**src/rtl/hazard_stall_ctrl.sv**
```systemverilog
// ---------------------------------------------------------------------------
// hazard_stall_ctrl
//
// Pipeline sequencer for the PC, IF/ID and ID/EX pipeline registers.
// - Load-use hazard: inserts one bubble into ID/EX and holds PC and IF/ID.
// - Taken branch resolved in EX: flushes IF/ID and bubbles ID/EX.
// - Multi-cycle multiply: holds the front end and EX while it occupies EX.
// - Counts cycles where the PC is held (stall_cnt).
//
// Handshake note: this block has no valid/ready channels. All outputs are
// combinational from the current state and the current inputs. Enables are
// sampled by the pipeline registers on the same rising clk edge that
// updates this block's state.
//
// Ports
//   clk, rst_n        clock (rising edge), async active-low reset
//   id_*              ID-stage instruction: valid, sources, source usage, mul
//   ex_rd/ex_is_load  EX-stage destination register and load flag
//   branch_taken      EX branch resolved taken this cycle
//   cnt_clr           synchronous clear of stall_cnt
//   pc_en, if_id_en, if_id_flush, id_ex_en, id_ex_bubble  pipeline controls
//   mul_busy          FSM state indicator (1 = MUL_BUSY)
//   stall_cnt         cycles with pc_en=0, wraps modulo 2^CNT_W
// ---------------------------------------------------------------------------
module hazard_stall_ctrl #(
    parameter int MUL_LAT = 4,
    parameter int REG_W   = 5,
    parameter int CNT_W   = 32
) (
    input  logic             clk,
    input  logic             rst_n,
    input  logic             id_valid,
    input  logic [REG_W-1:0] id_rs1,
    input  logic [REG_W-1:0] id_rs2,
    input  logic             id_use_rs1,
    input  logic             id_use_rs2,
    input  logic             id_is_mul,
    input  logic [REG_W-1:0] ex_rd,
    input  logic             ex_is_load,
    input  logic             branch_taken,
    input  logic             cnt_clr,
    output logic             pc_en,
    output logic             if_id_en,
    output logic             if_id_flush,
    output logic             id_ex_en,
    output logic             id_ex_bubble,
    output logic             mul_busy,
    output logic [CNT_W-1:0] stall_cnt
);

    typedef enum logic {
        ST_RUN      = 1'b0,
        ST_MUL_BUSY = 1'b1
    } state_e;

    // The cycle the multiply is accepted counts as its first EX cycle, so
    // MUL_LAT-1 further hold cycles remain.
    localparam logic [3:0] MUL_INIT = 4'(MUL_LAT - 1);
    localparam bit         MUL_HOLD = (MUL_LAT > 1);

    state_e           state_q, state_d;
    logic [3:0]       mul_cnt_q, mul_cnt_d;
    logic [CNT_W-1:0] stall_cnt_q, stall_cnt_d;

    logic lu_haz;
    logic rs1_hit, rs2_hit;
    logic mul_start;

    // Load into x0 never creates a dependency.
    assign rs1_hit   = id_use_rs1 && (id_rs1 == ex_rd);
    assign rs2_hit   = id_use_rs2 && (id_rs2 == ex_rd);
    assign lu_haz    = id_valid && ex_is_load && (ex_rd != '0) && (rs1_hit || rs2_hit);
    assign mul_start = MUL_HOLD && id_valid && id_is_mul && !branch_taken && !lu_haz;

    // State register and counters
    always_ff @(posedge clk or negedge rst_n) begin
        if (!rst_n) begin
            state_q     <= ST_RUN;
            mul_cnt_q   <= '0;
            stall_cnt_q <= '0;
        end else begin
            state_q     <= state_d;
            mul_cnt_q   <= mul_cnt_d;
            stall_cnt_q <= stall_cnt_d;
        end
    end

    // Next-state logic
    always_comb begin
        state_d   = state_q;
        mul_cnt_d = mul_cnt_q;
        case (state_q)
            ST_RUN: begin
                if (mul_start) begin
                    state_d   = ST_MUL_BUSY;
                    mul_cnt_d = MUL_INIT;
                end
            end
            ST_MUL_BUSY: begin
                mul_cnt_d = mul_cnt_q - 4'd1;
                if (mul_cnt_q == 4'd1) begin
                    state_d = ST_RUN;
                end
            end
            default: begin
                state_d   = ST_RUN;
                mul_cnt_d = '0;
            end
        endcase
    end

    // Output logic
    always_comb begin
        pc_en        = 1'b1;
        if_id_en     = 1'b1;
        if_id_flush  = 1'b0;
        id_ex_en     = 1'b1;
        id_ex_bubble = 1'b0;
        mul_busy     = 1'b0;
        if (!rst_n) begin
            // Pipeline registers see NOPs and nothing advances during reset.
            pc_en        = 1'b0;
            if_id_en     = 1'b0;
            id_ex_en     = 1'b0;
            if_id_flush  = 1'b1;
            id_ex_bubble = 1'b1;
        end else if (state_q == ST_MUL_BUSY) begin
            pc_en    = 1'b0;
            if_id_en = 1'b0;
            id_ex_en = 1'b0;
            mul_busy = 1'b1;
        end else if (branch_taken) begin
            // Flush wins: the hazarding instruction is on the wrong path.
            if_id_flush  = 1'b1;
            id_ex_bubble = 1'b1;
        end else if (lu_haz) begin
            pc_en        = 1'b0;
            if_id_en     = 1'b0;
            id_ex_bubble = 1'b1;
        end
    end

    // Stall counter; clear wins over a simultaneous increment.
    always_comb begin
        stall_cnt_d = stall_cnt_q;
        if (cnt_clr) begin
            stall_cnt_d = '0;
        end else if (!pc_en) begin
            stall_cnt_d = stall_cnt_q + 1'b1;
        end
    end

    assign stall_cnt = stall_cnt_q;

endmodule

```
**config.mk**
```make
export PLATFORM = sky130hd
export DESIGN_NAME = hazard_stall_ctrl
export DESIGN_NICKNAME = d
export VERILOG_FILES = /design/src/rtl/hazard_stall_ctrl.sv
export SDC_FILE = /design/constraint.sdc
export NUM_CORES = 1
export LEC_CHECK = 0
export BUFFER_PORTS_ARGS = -buffer_cell sky130_fd_sc_hd__buf_2
export CORE_UTILIZATION = 35
export CTS_CLUSTER_SIZE = 40
export DETAILED_ROUTE_END_ITERATION = 10
export SLEW_MARGIN = 10
export SYNTH_ARGS = -nofsm -noshare
export SYNTH_HDL_FRONTEND = slang
export SYNTH_SLANG_ARGS = --single-unit
```
**constraint.sdc**
```tcl
create_clock -name clk -period 3.7 [get_ports clk]
set_input_delay 0.37 -clock clk [delete_from_list [all_inputs] [get_ports clk]]
set_output_delay 0.37 -clock clk [all_outputs]
set_load 0.005 [all_outputs]
```
==> flow_summary.toml <==
[outcome]
outcome = "finished, final reports clean"

[finish]
mostFrequentLayoutCell = "buf_2"
design.final.nets = 320
fillers = 606
proportion_of_layout_cells_with_a_drive_suffix_above_1 = 0.272
diode_insertion_count_for_antenna_repair = 0
syn_to_final_growth_pct = 21.3
layout_common_cells = "buf_2 (61), dfrtp_1 (37), a21oi_1 (28)"
layout.cell_area.non_filler_sq_um = 2670

[drt]
drt-total-wl_microns = 5250
route.detailed.vias_per_inst = 5.38
antenna_violation_net_count_after_detailed_routing = 0
drt_iter0_markers = 85
drt_first_pass_iters = 4
route.detailed.drc = 0
num_vias = 1985
avgRoutedWirePerCell_microns = 14.2

[worst_setup_path]
cp_cell_sequence = "buf_2, or3_1, o311a_1, a31oi_4, buf_2"
crit_path_frequent_cell = "buf_2"
worstSetupPathType = "primary input to output port"
endpoint_kind = "output port"
r2r.worst_path.cells = 7
worstSetupStartpointType = "primary input"
crit_path_max_fanout = 24
critical_path.reg2reg.endpoint = "stall_cnt[31]"
slowest_stage = "a31oi_4"
r2r_setup_slack_ns = 1.39
r2r-start = "stall_cnt[2]"
required_worst_endpoint_ns = 3.33
setup.worst_path.start = "ex_rd[1]"
slowest_delay_ns = 0.55
critical_path_arrival_ns = 2.01

[timing]
finalHoldViolCount = 0
setup_viol_count_final = 0
report.final.slew_viol_count = 0
fin_setup_tns_ns = 0
timing.slew.headroom = 0.514
timing_worst_slew_pin_value_ns = 0.725
rsz_0062_raised_after_global_routing = "false"
fin_worst_skew_ns = 0.00578
final.min_clock_period_ns = 2.38
post-route-worst-setup-slack_ns = 1.32
period_share = 0.644
max_freq_mhz = 420

[die]
initial_util = 0.367
fp.dieArea_sq_um = 6610
std_cell_rows = 28
die_w_microns = 81.3
fp.coreArea_sq_um = 5990
chipHeight_microns = 81.3
io_pins = 62

[yosys]
synth-seq-cells = 37
synth_sequential_area_ratio = 0.421
edff_count_synth = 0
synth_nets = 264
synth_top_flop_cell = "dfrtp_1"
async_sr_flop_fraction = 1.00
syn-mean-instance-area_sq_um = 9.29
post_synth_num_cell_types = 42
instance_count_of_the_mapped_netlist = 237
yosys_warnings = 0
netlist_area_sq_um = 2200

[clocking]
numClockSinks = 37
clock_tree_from_tritoncts = "built"
postCtsHoldBufs = 0
cts_inserted_buffers = 5
h-tree-depth = 2
clk_root_buffer_cell = "clkbuf_8"
cts.repair_timing.setup_buffer_count = 0
cts.clk_slew.worst_paths_ns = 0.08
cts.path.max_buffers = 2
post_cts_resize_count = 0
later_pin_clock_latency_in_the_skew_report_ns = 0.29

[power]
cellPowerDensity_nw_per_um2 = 430
sw_pwr_mw = 0.331
switching_share = 0.289
power.static_leakage_nw = 1.19
p_comb_frac = 0.213
ir_worst_vdd_mv = 0.251
share_seq_of_total_power = 0.422
clock_power_share = 0.365
internal-power_mw = 0.816

[grt]
antenna_violations_before_repair = 0
grt_overflow = 0
grt_pass1_vias = 1798
grt_max_degree = 41
grt_pass1_wl_microns = 8340
combined_global_route_utilization_of_all_metal_layers = 0.166

[flow_run]
cap_violations = 0

[placed_design]
number_of_buffer_cells_added_on_primary_ports = 61
dp_slack_ns = 1.29
dpl-instance-area_sq_um = 2540
place_hpwl_microns = 3690
gpl_wtd_cong = 0.764

[worst_hold_path]
holdCritPathClass = "primary input to asynchronous set/reset pin"
==> state kept, by name (all words and copies together), names as in the netlist <==
name,cells
mul_cnt_q,4
stall_cnt,32
state_q,1
==> power groups by stage <==
| stage | sequential (mW) | combinational (mW) | clock, mW |
|---|---|---|---|
| after global routing | 0.492 | 0.277 | 0.446 |
| after global placement | 0.493 | 0.244 | 0 |
| final | 0.484 | 0.245 | 0.419 |
| after CTS | 0.485 | 0.250 | 0.429 |
| after detailed placement | 0.492 | 0.251 | 0 |
| after floorplan | 0.475 | 0.197 | 0 |
==> worst max path at each step <==
stage | endpoint | slack (ns) | cells past startpoint
3_3_place_gp | if_id_en | 1.33 | 5
6_report | pc_en | 1.32 | 5
5_1_grt | stall_cnt[28] | 1.16 | 7
2_1_floorplan | pc_en | 1.61 | 6
3_5_place_dp | stall_cnt[23] | 1.29 | 8
4_1_cts | pc_en | 1.31 | 5
==> final cells by class <==
| class | count | area [sq um] | area share |
|---|---|---|---|
| Clock buffer | 5 | 68.8 | 0.0258 |
| Clock inverter | 3 | 65.1 | 0.0244 |
| Inverter | 4 | 15.0 | 0.00562 |
| Multi-Input combinational cell | 181 | 1170 | 0.440 |
| Sequential cell | 37 | 926 | 0.347 |
| Tap cell | 75 | 93.8 | 0.0351 |
| Timing Repair Buffer | 64 | 328 | 0.123 |
==> worst max-delay path, delay by kind of cell <==
kind | cells | cell delay, ns
AO/OA/AOI/OAI | 2 | 0.93
AND/OR/NAND/NOR | 1 | 0.36
buffers and inverters | 2 | 0.34
==> stage by stage <==
stage / utilization / hold slack [ns] / power [mW] / instances
after CTS: 0.446 / 0.212 / 1.16 / 369
after floorplan: - / 0.0744 / 0.672 / 237
after global routing: 0.446 / 0.235 / 1.22 / 369
after global placement: 0.423 / 0.527 / 0.737 / 361
after detailed placement: 0.423 / 0.526 / 0.742 / 361
final: 0.446 / 0.198 / 1.15 / 369
==> cell families after synthesis <==
family / Yosys count / share of synthesized area
compound gates: 67 / 0.195
flops: 37 / 0.421
mux: 4 / 0.0193
simple gates: 93 / 0.246
fa+ha+maj: 3 / 0.0171
xor+xnor: 14 / 0.0557
buf+inv: 19 / 0.0460
==> Yosys cell counts, types with 2 or more instances <==
master / n / area share
dfrtp_1: 37 / 0.42
a21oi_1: 28 / 0.064
or3_1: 17 / 0.048
o21ai_0: 15 / 0.034
nand2_1: 14 / 0.024
and3_1: 10 / 0.028
nand3_1: 10 / 0.023
xnor2_1: 10 / 0.040
nand4_1: 9 / 0.026
o31ai_1: 9 / 0.031
or4_1: 9 / 0.031
nor2_1: 8 / 0.014
clkbuf_1: 6 / 0.010
and2_1: 4 / 0.011
inv_1: 4 / 0.0068
o21ai_1: 4 / 0.0091
xor2_1: 4 / 0.016
buf_2: 3 / 0.0068
buf_4: 3 / 0.010
ha_1: 3 / 0.017
a22o_1: 2 / 0.0080
a31oi_1: 2 / 0.0057
and4_1: 2 / 0.0080
buf_6: 2 / 0.010
mux2i_1: 2 / 0.0091
nand2b_1: 2 / 0.0057
nor2b_1: 2 / 0.0057
nor3_1: 2 / 0.0045
==> layer usage <==
metal | part of all wire | routed length (microns) | up-vias | GRT usage
met5 | 0 | 0 | - | 0
met1 | 0.45 | 2390 | 959 | 0.205
met2 | 0.51 | 2670 | 21 | 0.281
li1 | - | - | 999 | -
met4 | 0.014 | 74 | 0 | 0.0625
met3 | 0.023 | 122 | 6 | 0.0360
Power figures use the tool's default switching activity.
